### src/rtl/voyaverquehagoconel_pwm_if.sv
// ---------------------------------------------------------------------------
// voyaverquehagoconel_pwm_if
// Groups the PWM generator's data signals. The master drives the period and
// duty inputs and observes the waveform. The slave (the PWM core) consumes
// the period and duty inputs and drives the waveform.
//   load    : terminal count; PWM period = load+1 clocks
//   compare : duty threshold; high time = min(compare, load+1) clocks
//   pwm_out : registered PWM waveform
// ---------------------------------------------------------------------------
interface voyaverquehagoconel_pwm_if #(
  parameter int WIDTH = 12
);
  logic [WIDTH-1:0] load;
  logic [WIDTH-1:0] compare;
  logic             pwm_out;

  modport master (
    output load,
    output compare,
    input  pwm_out
  );

  modport slave (
    input  load,
    input  compare,
    output pwm_out
  );
endinterface

### src/rtl/voyaverquehagoconel_pwm.sv
// ---------------------------------------------------------------------------
// voyaverquehagoconel_pwm
// Free-running, period-programmable PWM generator. The period (load) and the
// duty threshold (compare) are copied into shadow registers only when the
// counter reaches its terminal value. This means changes made mid-period
// never truncate or glitch the pulse that is currently being generated.
// Ports:
//   clk : system clock; all state updates on its rising edge
//   rst : asynchronous reset, active low
//   bus : slave side of voyaverquehagoconel_pwm_if (load, compare -> pwm_out)
// ---------------------------------------------------------------------------
module voyaverquehagoconel_pwm #(
  parameter int WIDTH = 12
) (
  input  logic                          clk,
  input  logic                          rst,
  voyaverquehagoconel_pwm_if.slave      bus
);

  logic [WIDTH-1:0] cnt_r;
  logic [WIDTH-1:0] per_sh_r;
  logic [WIDTH-1:0] cmp_sh_r;
  logic             pwm_out_r;

  logic             term_s;
  logic [WIDTH-1:0] cnt_nxt_s;
  logic [WIDTH-1:0] per_sh_nxt_s;
  logic [WIDTH-1:0] cmp_sh_nxt_s;
  logic             pwm_nxt_s;

  // The counter never exceeds per_sh_r, so equality is the only wrap path.
  assign term_s = (cnt_r == per_sh_r);

  // Next-state logic: wrap and capture the shadows at the terminal count, otherwise count up.
  always_comb begin
    cnt_nxt_s    = cnt_r;
    per_sh_nxt_s = per_sh_r;
    cmp_sh_nxt_s = cmp_sh_r;
    if (term_s) begin
      cnt_nxt_s    = {WIDTH{1'b0}};
      per_sh_nxt_s = bus.load;
      cmp_sh_nxt_s = bus.compare;
    end else begin
      cnt_nxt_s    = cnt_r + WIDTH'(1);
      per_sh_nxt_s = per_sh_r;
      cmp_sh_nxt_s = cmp_sh_r;
    end
    // Uses the pre-edge count and threshold. After reset both are zero, so
    // the capture edge drives a low output.
    pwm_nxt_s = (cnt_r < cmp_sh_r);
  end

  // State and output registers with asynchronous active-low reset.
  always_ff @(posedge clk or negedge rst) begin
    if (!rst) begin
      cnt_r     <= {WIDTH{1'b0}};
      per_sh_r  <= {WIDTH{1'b0}};
      cmp_sh_r  <= {WIDTH{1'b0}};
      pwm_out_r <= 1'b0;
    end else begin
      cnt_r     <= cnt_nxt_s;
      per_sh_r  <= per_sh_nxt_s;
      cmp_sh_r  <= cmp_sh_nxt_s;
      pwm_out_r <= pwm_nxt_s;
    end
  end

  assign bus.pwm_out = pwm_out_r;

endmodule

### src/flat_wrapper.sv
// flat-port wrapper written by rule: the top's interface ports become plain ports
module voyaverquehagoconel_pwm_flat 
#(
  parameter int WIDTH = 12
)
  (clk, rst, bus_load, bus_compare, bus_pwm_out);
  voyaverquehagoconel_pwm_if #(.WIDTH(WIDTH)) bus_i ();
  input  logic clk;
  input  logic rst;
  input wire logic [$bits(bus_i.load)-1:0] bus_load;
  input wire logic [$bits(bus_i.compare)-1:0] bus_compare;
  output wire logic [$bits(bus_i.pwm_out)-1:0] bus_pwm_out;
  assign bus_i.load = bus_load;
  assign bus_i.compare = bus_compare;
  assign bus_pwm_out = bus_i.pwm_out;
  voyaverquehagoconel_pwm #(.WIDTH(WIDTH)) u_core (.clk(clk), .rst(rst), .bus(bus_i));
endmodule
### config.mk
export PLATFORM = sky130hd
export DESIGN_NAME = voyaverquehagoconel_pwm_flat
export DESIGN_NICKNAME = d
export VERILOG_FILES = /design/src/rtl/voyaverquehagoconel_pwm_if.sv /design/src/rtl/voyaverquehagoconel_pwm.sv /design/src/flat_wrapper.sv
export SDC_FILE = /design/constraint.sdc
export NUM_CORES = 1
export LEC_CHECK = 0
export CAP_MARGIN = 20
export CELL_PAD_IN_SITES_DETAIL_PLACEMENT = 1
export CELL_PAD_IN_SITES_GLOBAL_PLACEMENT = 2
export CORE_AREA = 4 4 82 77
export CTS_CLUSTER_DIAMETER = 200
export DETAILED_ROUTE_END_ITERATION = 10
export DIE_AREA = 0 0 86 81
export PLACE_DENSITY_LB_ADDON = 0.1
export SYNTH_ARGS = -nofsm -noshare
export SYNTH_HDL_FRONTEND = slang
export SYNTH_SLANG_ARGS = --single-unit
### constraint.sdc
create_clock -name clk -period 2.33 [get_ports clk]
set_clock_uncertainty 0.15 [all_clocks]
set_input_delay 0.233 -clock clk [delete_from_list [all_inputs] [get_ports clk]]
set_output_delay 0.233 -clock clk [all_outputs]
set_load 0.01 [all_outputs]
# --- Word level (Yosys, flattened, before mapping) ---
# Cells that the tools add are included.
word_totals:
  register_bits: 37
  inputBits: 26
  out_inout_bits: 1
  elab_cells: 8
op_classes:
  add_sub_neg: 1
  n_lt_le_gt_ge: 1
  n_eq_ne: 1
  n_mux: 1
op_table:
  columns: ["cell", "n"]
  rows:
  - ["12-bit by 1-bit adder with 12-bit output, second input constant", 1]
  - ["12-bit == test", 1]
  - ["12-bit less-than comparator", 1]
  - ["12-bit two-way mux", 1]

# --- Depth between registers and ports, before layout ---
depth:
  ltp_word: 2
  ltp_mapped: 7
  depth_no_buf: 6

# --- Worst setup path after synthesis ---
# OpenSTA, ideal clock, no wires.
synth_path:
  path_kind: "register to register"
  startpoint: "reg u_core.cnt_r[2]"
  endpoint: "reg u_core.cmp_sh_r[0]"
  setup_ns: 0.125
  arrival_time_ns: 1.465
  t_required_ns: 2.055
  path_slack_ns: 0.589
  stages_incl_launch_ff: 7
  n_path_buf: 2
  period_less_slack_ns: 1.741
  cell_sequence: "dfrtp_1 -> xnor2_1 -> nand4_1 -> nor3_2 -> buf_6 -> buf_12 -> mux2_4"
synth_via:
  elab_chain_cells: 1
synth_rtl:
  columns: ["item", "line_no", "rtl"]
  rows:
  - ["start, declared", "voyaverquehagoconel_pwm.sv:20", "logic [WIDTH-1:0] cnt_r;"]
  - ["start signal, assigned", "voyaverquehagoconel_pwm.sv:56", "cnt_r <= {WIDTH{1'b0}};"]
  - ["start signal, assigned", "voyaverquehagoconel_pwm.sv:61", "cnt_r <= cnt_nxt_s;"]
  - ["12-bit == test", "voyaverquehagoconel_pwm.sv:32", "assign term_s = (cnt_r == per_sh_r);"]
  - ["end signal, assigned", "voyaverquehagoconel_pwm.sv:58", "cmp_sh_r <= {WIDTH{1'b0}};"]
  - ["end signal, assigned", "voyaverquehagoconel_pwm.sv:63", "cmp_sh_r <= cmp_sh_nxt_s;"]
  - ["end, declared", "voyaverquehagoconel_pwm.sv:22", "logic [WIDTH-1:0] cmp_sh_r;"]
# No other way between the ends.
# A chain may end at the register's enable or synchronous reset.

# --- Final worst setup path ---
layout_path:
  startpoint: "reg u_core.cnt_r[10]"
  endpoint: "reg u_core.per_sh_r[0]"
layout_via:
  elab_chain_cells: 1
layout_rtl:
  columns: ["item", "line_no", "rtl"]
  rows:
  - ["12-bit == test", "voyaverquehagoconel_pwm.sv:32", null]
  - ["end signal, assigned", "voyaverquehagoconel_pwm.sv:57", "per_sh_r <= {WIDTH{1'b0}};"]
  - ["end signal, assigned", "voyaverquehagoconel_pwm.sv:62", "per_sh_r <= per_sh_nxt_s;"]
  - ["end, declared", "voyaverquehagoconel_pwm.sv:21", "logic [WIDTH-1:0] per_sh_r;"]
# No other way between the ends.

==> flow_summary.yaml <==
global_routing:
  grt_usage: 0.127
  grt_max_degree: 38
  grt_pass1_wl_um: 6830
  antenna_found_initial: 0
  grt_pass1_vias: 1415
  grt-ovfl-total: 0
detailed_routing:
  drt_wl_total_um: 3930
  viasPerCell: 4.68
  wire_per_inst_um: 14.8
  drt-pass1-iter-count: 4
  ant_nets: 0
  drc: 0
  via_count: 1244
  drt_iter0_drc: 19
power:
  totalPowerFinal_w: 0.00158
  ir_drop_uv: 303
  power_density_nw_per_um2: 700
  p_leak_nw: 1.03
placement:
  port-buffer-count: 26
  gp_congestion: 0.708
  dp.cells: 258
  placed_area_sq_um: 2180
  dp_hpwl_um: 2940
critical_path:
  critPathLaunchType: "flop"
  arrival_ns: 2.04
  crit_type: "flop to flop"
  cp-end-kind: "flop"
  cp_max_fo: 27
  critPathRequiredTime_ns: 2.35
timing:
  layout_min_cycle_time_ns: 2.02
  post-route-period-util: 0.869
  setup_viol: 0
  rsz0062_at_grt: "false"
  maxSlewHeadroom: 0.667
  hold_viol_final: 0
  worstMarginPinSlew_ns: 0.499
  slew_violations: 0
  finalSetupTns_ns: 0
  clock.fmax_ghz: 0.494
floorplanning:
  core_area_sq_um: 5500
  ios: 27
  die_h_um: 81
  start_util: 0.339
  die_w_um: 86
  num_rows: 26
  die_area_sq_um: 6970
finish:
  final_nets: 233
  final_cells: 266
  syn_to_final_growth_pct: 21.6
  drive_gt1_frac: 0.112
  n_antenna_cell: 0
  final_area_sq_um: 2260
clock_network:
  cts_root_buf: "clkbuf_8"
  cts_buffers: 5
  cts_tree: "built"
  htree_levels: 2
  cts_hold_buf: 0
  clk_pin_slew_ns: 0.07
  clock_sinks: 37
  post_cts_buffers: 0
  clock_latency_ns: 0.28
  cts_buffer_depth: 2
  cts_resized: 0
outcome:
  status: "completed"
synth:
  post-synth-top-count-cell: "dfrtp_1"
  yosys-top-cells-count: "37 x dfrtp_1, 16 x xnor2_1, 13 x nand2_1"
  async_flop_share: 1.00
  syn_avg_cell_area_sq_um: 11.4
  synth_fp_nets: 202
  ys_warn_count: 0
  synth_top_area_frac: 0.497
  synth.area.top_cells: "dfrtp_1 50%, ha_1 8.1%, xnor2_1 7.5%"
  ys_ff_latch: 37
  yosysTopAreaCell: "dfrtp_1"
  syn_inst: 164
  synth_edf_count: 0
  synth.yosys.seq_area_share: 0.497
  syn-cell-area_sq_um: 1860
  yosys_most_used_dff: "dfrtp_1"
  netlist-cell-type-count: 26
run:
  cap_violations: 0
hold_path:
  hp-class: "input pin to asynchronous set/reset pin"
final cells by class:
| class | count | area (sq um) |
|---|---|---|
| Multi-Input combinational cell | 111 | 847 |
| Sequential cell | 37 | 926 |
| Fill cell | 610 | 3230 |
| Inverter | 11 | 41.3 |
| Clock buffer | 8 | 80.1 |
| Tap cell | 70 | 87.6 |
| Timing Repair Buffer | 29 | 283 |
cells in the final DEF, fill, tap and decap left out:
cell,Yosys,routed
clkbuf_8,0,5
dfrtp_1,37,37
a21o_1,4,4
nand3_1,5,5
nand4_1,4,4
mux2_2,8,8
ha_1,12,12
nor2b_1,1,1
inv_1,11,11
o21ai_0,12,12
clkbuf_1,1,3
and3_1,4,4
nand2_1,13,13
nand2b_1,1,1
and2_1,1,1
buf_4,1,3
a221oi_1,1,1
and4_1,2,2
xnor2_1,16,16
xor2_1,6,6
nor2_1,11,11
nor3_4,0,1
o21a_1,1,1
a21oi_1,3,3
mux2_4,5,5
clkdlybuf4s50_1,0,26
worst max-delay path: stages (launching register included):
cell and delay [ns]:
dfrtp_1 0.44, xnor2_1 0.21, nand4_1 0.17, nor3_4 0.22, buf_4 0.35, mux2_2 0.38
per-stage QoR:
step	worst slack [ns]	utilization	hold slack [ns]
after global routing	0.195	0.412	0.281
after CTS	0.268	0.412	0.247
after global placement	0.254	0.397	0.350
final	0.306	0.412	0.233
after floorplan	0.589	-	-0.213
after detailed placement	0.290	0.397	0.361
where the power goes:
group | internal (W) | switching [W]
sequential | 0.000716 | 0.000110
combinational | 0.000192 | 0.000137
clock | 0.000213 | 0.000217
total | 0.00112 | 0.000464
flip-flops by register name (all words and copies together) (netlist names):
name	flops
u_core.bus.pwm_out	1
u_core.cmp_sh_r	12
u_core.cnt_r	12
u_core.per_sh_r	12
path summary, 6_finish.rpt:
kind / startpoint / endpoint / slack [ns] / cells after the start
max: u_core.cnt_r[10] / u_core.per_sh_r[0] / 0.31 / 5
min: rst / u_core.cmp_sh_r[4] / 0.23 / 2
max reg2reg: u_core.cnt_r[10] / u_core.per_sh_r[0] / 0.31 / 5
min reg2reg: u_core.cmp_sh_r[0] / u_core.cmp_sh_r[0] / 0.38 / 1
max in group asynchronous: rst / u_core.per_sh_r[3] / 1.45 / 2
min in group clk: bus_compare[11] / u_core.cmp_sh_r[11] / 0.36 / 3
cells by family after synthesis:
logic type | share of synthesized area
and+or+nand+nor | 0.114
DFF | 0.497
xor gates and xnor gates | 0.103
muxes | 0.0887
AOI/OAI and AO/OA | 0.0652
buffers and inverters | 0.0511
adders and majority gates | 0.0806
metal layers:
metal  track usage  vias to the layer above  routed length (um)
li1              -                      613                   -
met1         0.150                      604                1780
met2         0.218                       23                1880
met3        0.0385                        4                 211
met4        0.0427                        0                  56
met5             0                        -                   0
No activity file was read; power rests on OpenSTA's default activity.
